[config.mk]
export PLATFORM = sky130hd
export DESIGN_NAME = ram_bridge_tx
export DESIGN_NICKNAME = d
export VERILOG_FILES = /design/src/rtl/ram_bridge_tx.sv
export SDC_FILE = /design/constraint.sdc
export NUM_CORES = 1
export LEC_CHECK = 0
export BUFFER_PORTS_ARGS = -buffer_cell sky130_fd_sc_hd__clkbuf_2
export CAP_MARGIN = 20
export CORE_ASPECT_RATIO = 0.7
export CORE_MARGIN = 1
export CORE_UTILIZATION = 30
export CTS_CLUSTER_SIZE = 16
export DETAILED_ROUTE_END_ITERATION = 6
export HOLD_SLACK_MARGIN = 0.03
export PLACE_DENSITY_LB_ADDON = 0.08
export SLEW_MARGIN = 15
export SYNTH_ARGS = -nofsm -noshare
export SYNTH_HDL_FRONTEND = slang
export SYNTH_SLANG_ARGS = --single-unit
[constraint.sdc]
create_clock -name clk_in -period 4.3 [get_ports clk_in]
set_clock_uncertainty 0.15 [all_clocks]
set_input_delay 0 -clock clk_in [delete_from_list [all_inputs] [get_ports clk_in]]
set_output_delay 0 -clock clk_in [all_outputs]
set_load 0.01 [all_outputs]
[src/rtl/ram_bridge_tx.sv]
// UART-side RAM read responder: parses 'R' frames, drives the RAM read address,
// captures the read word and streams it little-endian to uart_tx; skips 'W' frames.
module ram_bridge_tx #(
  parameter int READ_LATENCY = 1
) (
  input  logic        clk_in,
  input  logic        rst_in,
  input  logic [7:0]  data_in,
  input  logic        valid_in,
  output logic [31:0] addr_out,
  input  logic [31:0] mem_data_in,
  output logic        busy_out,
  output logic [7:0]  tx_data_out,
  output logic        tx_valid_out,
  input  logic        tx_ready_in
);

  typedef enum logic [2:0] {
    ST_IDLE = 3'd0,
    ST_ADDR = 3'd1,
    ST_SKIP = 3'd2,
    ST_READ = 3'd3,
    ST_SEND = 3'd4
  } state_t;

  localparam logic [2:0] LAT_MAX   = 3'(READ_LATENCY);
  localparam logic [7:0] CMD_READ  = 8'h52;
  localparam logic [7:0] CMD_WRITE = 8'h57;

  state_t      state_r, state_s;
  logic [2:0]  cnt_r, cnt_s;
  logic [2:0]  lat_r, lat_s;
  logic [23:0] abuf_r, abuf_s;
  logic [31:0] addr_s;
  logic [31:0] resp_r, resp_s;
  logic [1:0]  idx_r, idx_s;
  logic [7:0]  tx_data_s;
  logic        tx_valid_s;
  logic        accept_s;

  assign accept_s = tx_valid_out && tx_ready_in;

  function automatic logic [7:0] word_byte(input logic [31:0] w, input logic [1:0] i);
    logic [7:0] b;
    case (i)
      2'd0:    b = w[7:0];
      2'd1:    b = w[15:8];
      2'd2:    b = w[23:16];
      default: b = w[31:24];
    endcase
    return b;
  endfunction

  // State register; busy is registered alongside the state it reflects
  always_ff @(posedge clk_in) begin
    if (!rst_in) begin
      state_r  <= ST_IDLE;
      busy_out <= 1'b0;
    end else begin
      state_r  <= state_s;
      busy_out <= (state_s != ST_IDLE);
    end
  end

  // Next-state selection
  always_comb begin
    state_s = state_r;
    case (state_r)
      ST_IDLE: begin
        if (valid_in && data_in == CMD_READ)       state_s = ST_ADDR;
        else if (valid_in && data_in == CMD_WRITE) state_s = ST_SKIP;
        else                                       state_s = ST_IDLE;
      end
      ST_ADDR: begin
        if (valid_in && cnt_r == 3'd3) state_s = ST_READ;
        else                           state_s = ST_ADDR;
      end
      ST_SKIP: begin
        if (valid_in && cnt_r == 3'd7) state_s = ST_IDLE;
        else                           state_s = ST_SKIP;
      end
      ST_READ: begin
        if (lat_r == LAT_MAX) state_s = ST_SEND;
        else                  state_s = ST_READ;
      end
      ST_SEND: begin
        if (accept_s && idx_r == 2'd3) state_s = ST_IDLE;
        else                           state_s = ST_SEND;
      end
      default: state_s = ST_IDLE;
    endcase
  end

  // Next values of counters, address/response words and tx outputs
  always_comb begin
    cnt_s      = cnt_r;
    lat_s      = lat_r;
    abuf_s     = abuf_r;
    addr_s     = addr_out;
    resp_s     = resp_r;
    idx_s      = idx_r;
    tx_data_s  = tx_data_out;
    tx_valid_s = tx_valid_out;
    case (state_r)
      ST_IDLE: begin
        if (valid_in) cnt_s = 3'd0;
        else          cnt_s = cnt_r;
      end
      ST_ADDR: begin
        // Bytes shift in from the top so b0 ends up in the low byte
        if (valid_in && cnt_r == 3'd3) begin
          addr_s = {data_in, abuf_r};
          lat_s  = 3'd0;
        end else if (valid_in) begin
          abuf_s = {data_in, abuf_r[23:8]};
          cnt_s  = cnt_r + 3'd1;
        end else begin
          cnt_s = cnt_r;
        end
      end
      ST_SKIP: begin
        if (valid_in) cnt_s = cnt_r + 3'd1;
        else          cnt_s = cnt_r;
      end
      ST_READ: begin
        if (lat_r == LAT_MAX) begin
          resp_s     = mem_data_in;
          idx_s      = 2'd0;
          tx_data_s  = mem_data_in[7:0];
          tx_valid_s = 1'b1;
        end else begin
          lat_s = lat_r + 3'd1;
        end
      end
      ST_SEND: begin
        if (accept_s && idx_r == 2'd3) begin
          tx_valid_s = 1'b0;
        end else if (accept_s) begin
          idx_s     = idx_r + 2'd1;
          tx_data_s = word_byte(resp_r, idx_r + 2'd1);
        end else begin
          tx_valid_s = tx_valid_out;
        end
      end
      default: tx_valid_s = 1'b0;
    endcase
  end

  // Datapath and output registers
  always_ff @(posedge clk_in) begin
    if (!rst_in) begin
      cnt_r        <= 3'd0;
      lat_r        <= 3'd0;
      abuf_r       <= 24'd0;
      addr_out     <= 32'd0;
      resp_r       <= 32'd0;
      idx_r        <= 2'd0;
      tx_data_out  <= 8'd0;
      tx_valid_out <= 1'b0;
    end else begin
      cnt_r        <= cnt_s;
      lat_r        <= lat_s;
      abuf_r       <= abuf_s;
      addr_out     <= addr_s;
      resp_r       <= resp_s;
      idx_r        <= idx_s;
      tx_data_out  <= tx_data_s;
      tx_valid_out <= tx_valid_s;
    end
  end

endmodule

==> reports/qor.yml <==
status: "completed"
synthesis.area_um2: 4586
p_leak_uw: 0.002098
area.growth.synth_to_final_pct: 28.35
ant_nets: 0
cp_slowest_cell: "or3b_1"
gp_congestion: 0.7611
core_area_um2: 14810
cp-start-kind: "register"
synth_cells: 550
cts_sinks: 109
cts_setup_buffers: 0
antenna_found_initial: 0
fp.dieH_um: 105.4
hold_path_class: "in2reg"
yosysUniqueCellTypes: 40
grt_overflow: 0
dieArea_um2: 15790
max_slew.worst_pin.slew_ps: 905.5
setup_violations: 0
ys_warn_count: 0
cts_inserted_buffers: 9
grt_pass1_vias: 3713
crit_required_ps: 4360
io-pin-count: 86
die_w_um: 149.8
cpPeakStageDelay_ps: 680
vias_per_cell: 4.707
numPortBuffers: 85
finalSetupTns_ps: 0
period_minus_slack_ps: 2565
drt_first_pass_iters: 4
fmax_mhz: 389.9
syn-num-nets: 603
power.density_nw_per_um2: 325.8
cts_max_level: 3
syn_area_per_cell_um2: 8.338
synth_flop_cell: "dfxtp_1"
clockRootBuffer: "clkbuf_16"
synthArstFlopShare_pct: 0
fin_crit_sh_pct: 59.65
wire_per_inst_um: 14.69
maxCapViolations: 0
synth_edf_count: 0
hold_viol_final: 0
cts-hold-fix-buffers: 41
path_class: "reg2reg"
vias: 4020
path_clk_slew_ps: 70
cts-resized-gates: 0
worst_slew_margin_rel_pct: 39.63
finalWirelength_mm: 12.55
drtIter0Drc: 229
yosysSeqAreaShare_pct: 47.59
dp_hpwl_mm: 8.620
crit_fanout: 21
rsz0062_at_grt: "no"
ys_seq_elements: 109
fillers: 1541
cp.arrival_ps: 2630
drc: 0
final_nets: 707
drive_gt1_share_pct: 16.84
clockBufferDepth: 2
pre_cts_ws_ps: 1776
worstPathCellList: "or3b_1 > o31a_1 > a2111oi_0 > nor3b_1"
synth_top_area_share_pct: 47.59
yosysTopAreaCell: "dfxtp_1"
cp-end-kind: "register"
synth_top_cells_by_area: "dfxtp_1 (48%), a21boi_0 (15%), nand2_1 (15%), clkbuf_1 (3.0%), ha_1 (2.5%)"
report.final.slew_viol_count: 0
rows: 37
start_util_pct: 30.95
ir_worst_vdd_v: 0.0001988
worst_slack_ps: 1735
grt_max_degree: 55
diodes: 0
clock_latency_ps: 340
grt_pass1_wl_mm: 20.13
grtUsageTotal_pct: 16.57
layout.cells.most_common: "nand2_1"
layout_common_cells: "nand2_1 (184), dfxtp_1 (109), a21boi_0 (92)"
fin_hold_ws_ps: 91.89
cts_tree: "built"
-- Yosys cell counts (2+ instances only) --
| library cell | n |
|---|---|
| a2111oi_0 | 9 |
| a211oi_1 | 8 |
| a21boi_0 | 92 |
| a21oi_1 | 20 |
| a22oi_1 | 8 |
| a31oi_1 | 2 |
| and3_1 | 2 |
| buf_1 | 2 |
| clkbuf_1 | 37 |
| dfxtp_1 | 109 |
| ha_1 | 9 |
| inv_1 | 5 |
| nand2_1 | 184 |
| nand2b_1 | 3 |
| nand3b_1 | 2 |
| nor2_1 | 11 |
| nor2b_1 | 9 |
| nor3_1 | 2 |
| nor3b_1 | 8 |
| nor4_1 | 3 |
| o21a_1 | 3 |
| o21ai_0 | 3 |
| or3_1 | 2 |
-- through the flow --
stage	std cells	utilization (%)	area (um^2)	power [uW]
finish	854	39.73	5886	1918
global route	854	39.73	5886	2000
CTS	853	39.63	5871	1949
detailed placement	796	34.89	5169	1088
global placement	795	34.70	5141	1088
floorplan	550	-	4586	1056
-- layer usage --
| layer | vias to the layer above | track usage [%] | wire, um |
|---|---|---|---|
| met1 | 1852 | 25.57 | 7092 |
| met5 | - | 0 | 0 |
| met4 | 0 | 3.247 | 92 |
| met3 | 6 | 4.156 | 533 |
| met2 | 87 | 22.72 | 4831 |
| li1 | 2075 | - | - |
-- kinds of logic after synthesis --
logic type	Yosys count	synth area share, %
AOI/OAI and AO/OA	150	23.66
xor gates and xnor gates	1	0.1910
adders and majority gates	9	2.456
buffers and inverters	44	3.602
DFF	109	47.59
and+or+nand+nor	237	22.51
-- power by group --
part / leakage [uW] / total [uW] / internal [uW] / switching [uW]
Combinational: 0.00108 / 83.9 / 52.1 / 31.8
Clock: 0.000145 / 825 / 449 / 376
Sequential: 0.000877 / 1010 / 1010 / 0.196
Total: 0.00210 / 1920 / 1510 / 408
-- flip-flops by register name, indices dropped and copies added (netlist names) --
register and count:
tx_data_out 8, idx_r 2, lat_r 3, abuf_r 24, busy_out 1, cnt_r 3, state_r 3, tx_valid_out 1
addr_out 32, resp_r 32
-- final timing paths --
check	startpoint	depth (start not counted)	to	slack (ps)
setup / recovery	state_r[2]	4	tx_data_out[2]	1740
hold / removal	valid_in	4	cnt_r[2]	90
setup reg to reg	state_r[2]	4	tx_data_out[2]	1740
hold reg to reg	abuf_r[7]	2	abuf_r[7]	310
-- critical path: cells and delay by family (launching register included) --
kind	cells	cell delay (ps)
AOI/OAI and AO/OA	2	1060
DFF	1	460
and+or+nand+nor	2	770
-- cell type report --
class | count | area, um^2 | share of cell area, %
multi-input combinational | 397 | 2241 | 38.07
sequential | 109 | 2182 | 37.07
tap | 195 | 244.0 | 4.145
clock inverter | 7 | 66.31 | 1.127
inverter | 5 | 18.77 | 0.3189
timing repair buffer | 132 | 908.4 | 15.43
clock buffer | 9 | 225.2 | 3.827
No activity file was read; power rests on OpenSTA's default activity.
